[config.mk]
export PLATFORM = sky130hd
export DESIGN_NAME = uart_tx
export DESIGN_NICKNAME = d
export VERILOG_FILES = /design/src/rtl/uart_pkg.sv /design/src/rtl/uart_baud_cnt.sv /design/src/rtl/uart_tx.sv
export SDC_FILE = /design/constraint.sdc
export NUM_CORES = 1
export LEC_CHECK = 0
export CORE_ASPECT_RATIO = 0.6
export CORE_MARGIN = 10
export CORE_UTILIZATION = 45
export DETAILED_ROUTE_END_ITERATION = 10
export GPL_TIMING_DRIVEN = 0
export MAX_ROUTING_LAYER = met4
export PLACE_DENSITY_LB_ADDON = 0.1
export SLEW_MARGIN = 20
export SYNTH_ARGS = -nofsm -noshare
export SYNTH_HDL_FRONTEND = slang
export SYNTH_SLANG_ARGS = --single-unit
[constraint.sdc]
create_clock -name clk -period 2.2 [get_ports clk]
set_input_delay 0.33 -clock clk [delete_from_list [all_inputs] [get_ports clk]]
set_output_delay 0.33 -clock clk [all_outputs]
set_load 0.02 [all_outputs]
[src/rtl/uart_pkg.sv]
// Shared UART definitions: FSM state encoding, parity modes,
// and the bit-length helper used by transmitter and receiver.
package uart_pkg;

  typedef enum logic [2:0] {
    S_IDLE  = 3'd0,
    S_START = 3'd1,
    S_DATA  = 3'd2,
    S_PAR   = 3'd3,
    S_STOP  = 3'd4
  } uart_state_e;

  localparam int PAR_NONE = 0;
  localparam int PAR_EVEN = 1;
  localparam int PAR_ODD  = 2;

  function automatic int calc_l(input int f, input int br);
    return f / br;
  endfunction

endpackage

[src/rtl/uart_baud_cnt.sv]
// Bit-length counter: counts 0..L-1, wraps, pulses tick_o on L-1.
// Ports: clk, rst (sync, high), clr_i (sync clear), tick_o.
module uart_baud_cnt #(
  parameter int L   = 4,
  parameter int LCW = $clog2(L)
) (
  input  logic clk,
  input  logic rst,
  input  logic clr_i,
  output logic tick_o
);

  logic [LCW-1:0] cnt_q, cnt_d;

  assign tick_o = (cnt_q == LCW'(L - 1));

  always_comb begin
    cnt_d = tick_o ? '0 : cnt_q + LCW'(1);
    if (clr_i) cnt_d = '0;
  end

  always_ff @(posedge clk) begin
    if (rst) cnt_q <= '0;
    else     cnt_q <= cnt_d;
  end

endmodule

[src/rtl/uart_tx.sv]
// UART transmitter: start, N data bits MSB first, opt. parity, stop.
// Ports: clk, rst, d/valid/ready handshake in, tx serial line out.
module uart_tx
  import uart_pkg::*;
#(
  parameter int F      = 50_000_000,
  parameter int BR     = 115_200,
  parameter int L      = calc_l(F, BR),
  parameter int LCW    = $clog2(L),
  parameter int N      = 8,
  parameter int PARITY = 0,
  parameter int STOP   = 1
) (
  input  logic         clk,
  input  logic         rst,
  input  logic [N-1:0] d,
  input  logic         valid,
  output logic         ready,
  output logic         tx
);

  // Counts data bits, then reused to count stop bits.
  localparam int BCW = $clog2(N + 1);

  uart_state_e    state_q, state_d;
  logic [N-1:0]   sh_q, sh_d;
  logic [BCW-1:0] bit_q, bit_d;
  logic           par_q, par_d;
  logic           tx_q, tx_d;
  logic           rdy_q, rdy_d;
  logic           accept;
  logic           tick;

  assign accept = valid & rdy_q;
  assign ready  = rdy_q;
  assign tx     = tx_q;

  uart_baud_cnt #(
    .L   (L),
    .LCW (LCW)
  ) u_baud (
    .clk    (clk),
    .rst    (rst),
    .clr_i  (accept),
    .tick_o (tick)
  );

  always_comb begin
    state_d = state_q;
    sh_d    = sh_q;
    bit_d   = bit_q;
    par_d   = par_q;
    unique case (state_q)
      S_IDLE: begin
        if (accept) begin
          sh_d    = d;
          par_d   = (PARITY == PAR_ODD) ? ~^d : ^d;
          bit_d   = '0;
          state_d = S_START;
        end
      end
      S_START: begin
        if (tick) state_d = S_DATA;
      end
      S_DATA: begin
        if (tick) begin
          if (bit_q == BCW'(N - 1)) begin
            bit_d   = '0;
            state_d = (PARITY != PAR_NONE) ? S_PAR : S_STOP;
          end else begin
            sh_d  = sh_q << 1;
            bit_d = bit_q + BCW'(1);
          end
        end
      end
      S_PAR: begin
        if (tick) state_d = S_STOP;
      end
      S_STOP: begin
        if (tick) begin
          if (bit_q == BCW'(STOP - 1)) state_d = S_IDLE;
          else bit_d = bit_q + BCW'(1);
        end
      end
      default: state_d = S_IDLE;
    endcase

    // Outputs are registered from the next state so they
    // change on the same edge as the state itself.
    tx_d = 1'b1;
    unique case (state_d)
      S_START: tx_d = 1'b0;
      S_DATA:  tx_d = sh_d[N-1];
      S_PAR:   tx_d = par_d;
      default: tx_d = 1'b1;
    endcase
    rdy_d = (state_d == S_IDLE);
  end

  always_ff @(posedge clk) begin
    if (rst) begin
      state_q <= S_IDLE;
      sh_q    <= '0;
      bit_q   <= '0;
      par_q   <= 1'b0;
      tx_q    <= 1'b1;
      rdy_q   <= 1'b0;
    end else begin
      state_q <= state_d;
      sh_q    <= sh_d;
      bit_q   <= bit_d;
      par_q   <= par_d;
      tx_q    <= tx_d;
      rdy_q   <= rdy_d;
    end
  end

endmodule

# After elaboration in Yosys (flattened, before gate mapping)
# Cells that the tools add are included.
# totals
ff_bits	27
input_bits	11
output_inout_bits	2
# op_classes
add_sub_neg	2
n_eq_ne	14
n_mux	21
bitwise	1
n_reduce_logical	9
# ops
op	count
$mux W8	3
$mux W3	7
$mux W4	5
$pmux W8 S2	1
$pmux W3 S5	1
$eq A3 B2 Y1 const B	4
$pmux W4 S3	1
$add A9 B1 Y9 const B	1
$eq A9 B9 Y1 const B	1
$reduce_xor A8 Y1	1
$eq A3 B1 Y1 const B	2
$logic_not A3 Y1	2
$ne A2 B2 Y1 const B	3
$reduce_and A5 Y1	1
$add A4 B1 Y4 const B	1
$eq A4 B3 Y1 const B	1
$logic_not A4 Y1	1
$ne A2 B1 Y1 const B	2
$reduce_and A4 Y1	1
$eq A3 B3 Y1 const B	1
$pmux W1 S3	1
$reduce_bool A3 Y1	1
$reduce_or A3 Y1	1
$mux W1	2
2 further kinds	2

# Depth between registers and ports, before layout
# depth
depth_word	6
ltp_mapped	7

# By module
# Synthesis repeated with hierarchy kept, for this count alone.
# unflattened
hier_cells	161
area_unflattened_um2	1410.1
# modules_own_cells
mod	instances	cells_each	area_each_um2	seq_area_each_um2
uart_tx	1	115	996.0	360.3
uart_baud_cnt	1	46	414.1	180.2

# Worst setup path after synthesis
# Ideal clock, no wire load.
# synth_path
path_kind	register -> register
startpoint	register state_q[1]
endpoint	register tx_q, in the netlist tx
arrival_ps	1647
required_time_ps	2064
slack_ps	417
stages_incl_launch_ff	7
n_path_buf	1
path_cell_list	dfxtp_1 buf_4 or3b_4 nor4_4 nor3b_1 a211oi_1 a211oi_1
# synth_between
elab_chain_cells	5
word_cells_on_any_way	19
# synth_rtl
element	line_no	source
start: declaration	uart_tx.sv:25	uart_state_e state_q, state_d;
start signal: assignment	uart_tx.sv:109	state_q <= state_d;
$mux W3 (on tied branches)	uart_tx.sv:81, uart_tx.sv:67	
$mux W3 (on tied branches)	uart_tx.sv:80, uart_tx.sv:66	
$pmux W3 S5	uart_tx.sv:53	unique case (state_q)
$eq A3 B2 Y1 / $eq A3 B1 Y1 (equally long branches)	uart_tx.sv:91	unique case (state_d)
$pmux W1 S3 (*)	uart_tx.sv:91	
end signal: assignment	uart_tx.sv:113	tx_q <= tx_d;
end: declaration	uart_tx.sv:29	logic tx_q, tx_d;
# Mark *: on every way between the ends. The rest lies on a longest branch, timed or not.
# A chain may end at the register's enable or synchronous reset.

# Worst setup path after layout
# layout_path
startpoint	register state_q[1]
endpoint	register sh_q[7]
# layout_between
elab_chain_cells	2
word_cells_on_any_way	3
# layout_rtl
element	line_no	source
$eq A3 B2 Y1 / $logic_not A3 Y1 (equally long branches)	uart_tx.sv:53	
$pmux W8 S2 (*)	uart_tx.sv:53	
end signal: assignment	uart_tx.sv:103	sh_q <= '0;
end signal: assignment	uart_tx.sv:110	sh_q <= sh_d;
end: declaration	uart_tx.sv:26	logic [N-1:0] sh_q, sh_d;
# Marked as above.

==> results.ini <==
[outcome]
status=complete, no violations

[logic_synthesis]
synth_edf_count=0
syn_nets=164
synth_area_um2=1360
syn_inst=149
ys_seq_area_frac=0.397
synth_area_per_cell_um2=9.14
synth_warnings=0
async_reset_ff_frac=0
synth_cell_type_count=41
ys_ff_latch=27
synth_ff_type=dfxtp_1

[power_and_ir_drop]
p_per_area_nw_per_um2=587
p_total_w=0.000932
peakVddDrop_v=0.000290
p_leak_nw=0.546

[place]
placed_cells=203
port_buffers=12
place_congestion=0.847
dpl.hpwl_mm=2.28

[detailed_routing]
wl_per_cell_um=14.3
via_per_inst=5.53
wl_mm=2.96
num_vias=1145
drt_iter0_markers=107
firstDrtPassIters=5
ant_nets=0
drc_errors=0

[global_route]
antenna_found_initial=0
grt_pass1_vias=1059
grt_pass1_wl_mm=5.01
grt_overflow=0
grt_max_degree=15
track_usage=0.105

[die]
fp-row-count=15
boundaryPins=13
coreArea_um2=2890
start_util=0.471
dieWidth_um=91.0
die_area_um2=5700
chipHeight_um=62.6

[sta]
tightest_slew_ns=0.545
tns_ns=0
clock.fmax_ghz=0.486
setup_viol=0
hold_viol=0
max_slew_margin=0.634
drv_slew=0
rsz0062_at_grt=no
finClkSkew_ns=0.00443
period_minus_slack_ns=2.06
finalCritPeriodShare=0.936

[cells_and_area]
final_core_util=0.549
final_cells=207
drive_gt1_frac=0.0909
seqCellArea_um2=541
diodes=0
fillerInstances=282
multi_input_area_um2=783
finalNetCount=181
area_growth_pct=16.5

[worst_setup_path]
arrival_ns=2.21
cp_max_fo=9
end_kind=flip-flop
cp.required_ns=2.35
critical_path_class=flip-flop to flip-flop
critPathLaunchType=flip-flop

[cts]
clock_sinks=27
cts_root_buf=clkbuf_8
cts_tree=built
post_cts_buffers=0
cts-htree-levels=1
cts_hold_buf=0
clk_latency_ns=0.27
ctsLongestPathBuffers=2
cts_resized=0
cts_made_buffers=3
clkTransAtPathRegs_ns=0.09

[worst_hold_path]
hp-class=flip-flop to flip-flop

[run]
maxCapViolCount=0

-- sequential cells by signal, indices dropped and copies added (netlist names) --
register,flops
u_baud.cnt_q,9
sh_q,8
bit_q,4
state_q,3
par_q,1
ready,1
tx,1
-- critical path, cell delays in order, from the launching register on --
cell	delay (ns)
dfxtp_1	0.32
buf_4	0.15
or3b_4	0.42
nor4_4	0.54
nor3b_1	0.13
a221oi_1	0.29
nor2_1	0.08
-- power breakdown --
group	leakage, nW	internal, W	switching, W
registers	0.220	0.000508	0.0000136
clock network	0.0228	0.000130	0.000144
logic	0.304	0.0000659	0.0000702
-- cell families (layout without fill, tap and decap cells) --
kind of cell,after synthesis,count (layout),synth area share
AOI/OAI and AO/OA,32,32,0.168
buffers and inverters,11,27,0.0340
and+or+nand+nor,62,62,0.281
DFF,27,27,0.397
xor gates and xnor gates,13,13,0.0836
adders and majority gates,4,4,0.0367
-- synthesized netlist by cell type, types with 2 or more instances --
| library cell | number | area [um^2] |
|---|---|---|
| ha_1 | 4 | 50.1 |
| or3b_2 | 2 | 17.5 |
| a211oi_1 | 3 | 22.5 |
| o21ai_0 | 5 | 25.0 |
| xnor2_1 | 8 | 70.1 |
| clkbuf_1 | 3 | 11.3 |
| inv_1 | 6 | 22.5 |
| nand2_1 | 7 | 26.3 |
| or3_1 | 3 | 18.8 |
| a222oi_1 | 6 | 60.1 |
| dfxtp_1 | 27 | 541 |
| a31oi_1 | 2 | 12.5 |
| nand3_1 | 5 | 25.0 |
| or4_1 | 2 | 15.0 |
| nand3b_1 | 2 | 15.0 |
| nor2_1 | 24 | 90.1 |
| nor3b_1 | 4 | 30.0 |
| nor2b_1 | 2 | 12.5 |
| a21oi_1 | 8 | 40.0 |
| xor2_1 | 5 | 43.8 |
-- layout by cell type (no fill, tap or decap), types with 4 or more instances in the layout --
cell	count
a21oi_1	8
a222oi_1	6
clkbuf_1	4
clkdlybuf4s50_1	12
dfxtp_1	27
ha_1	4
inv_1	6
nand2_1	7
nand3_1	5
nor2_1	24
nor3b_1	4
o21ai_0	5
xnor2_1	8
xor2_1	5
-- layer usage --
| layer | part of all wire | wire [um] | up-vias | global-route usage |
|---|---|---|---|---|
| li1 | - | - | 577 | - |
| met1 | 0.54 | 1610 | 545 | 0.148 |
| met2 | 0.41 | 1210 | 21 | 0.145 |
| met5 | 0 | 0 | - | - |
| met4 | 0.0044 | 13 | 0 | 0.0175 |
| met3 | 0.043 | 126 | 2 | 0.0312 |
-- final timing paths --
check	start	endpoint	slack [ns]	depth (start not counted)
hold reg to reg	u_baud.cnt_q[0]$_SDFF_PP0_	u_baud.cnt_q[0]$_SDFF_PP0_	0.48	1
setup reg to reg	state_q[1]$_SDFF_PP0_	sh_q[7]$_SDFF_PP0_	0.14	6
hold / removal	u_baud.cnt_q[0]$_SDFF_PP0_	u_baud.cnt_q[0]$_SDFF_PP0_	0.48	1
setup / recovery	state_q[1]$_SDFF_PP0_	sh_q[7]$_SDFF_PP0_	0.14	6
-- layout make-up --
class	count	area share
plain buffers	5	0.0150
inverters	6	0.0142
flip-flops and latches	27	0.340
well taps	42	0.0331
multi-input cells	111	0.493
repair buffers	12	0.0757
clock buffers	4	0.0284
-- stage by stage --
| step | setup WS [ns] | hold WS [ns] | cell area (um^2) |
|---|---|---|---|
| global placement | -0.0183 | 0.447 | 1540 |
| global route | 0.00488 | 0.526 | 1590 |
| finish | 0.141 | 0.480 | 1590 |
| CTS | 0.162 | 0.483 | 1580 |
| floorplan | 0.417 | 0.433 | 1360 |
| detailed placement | 0.00731 | 0.460 | 1540 |
(Power assumes the default switching activity.)
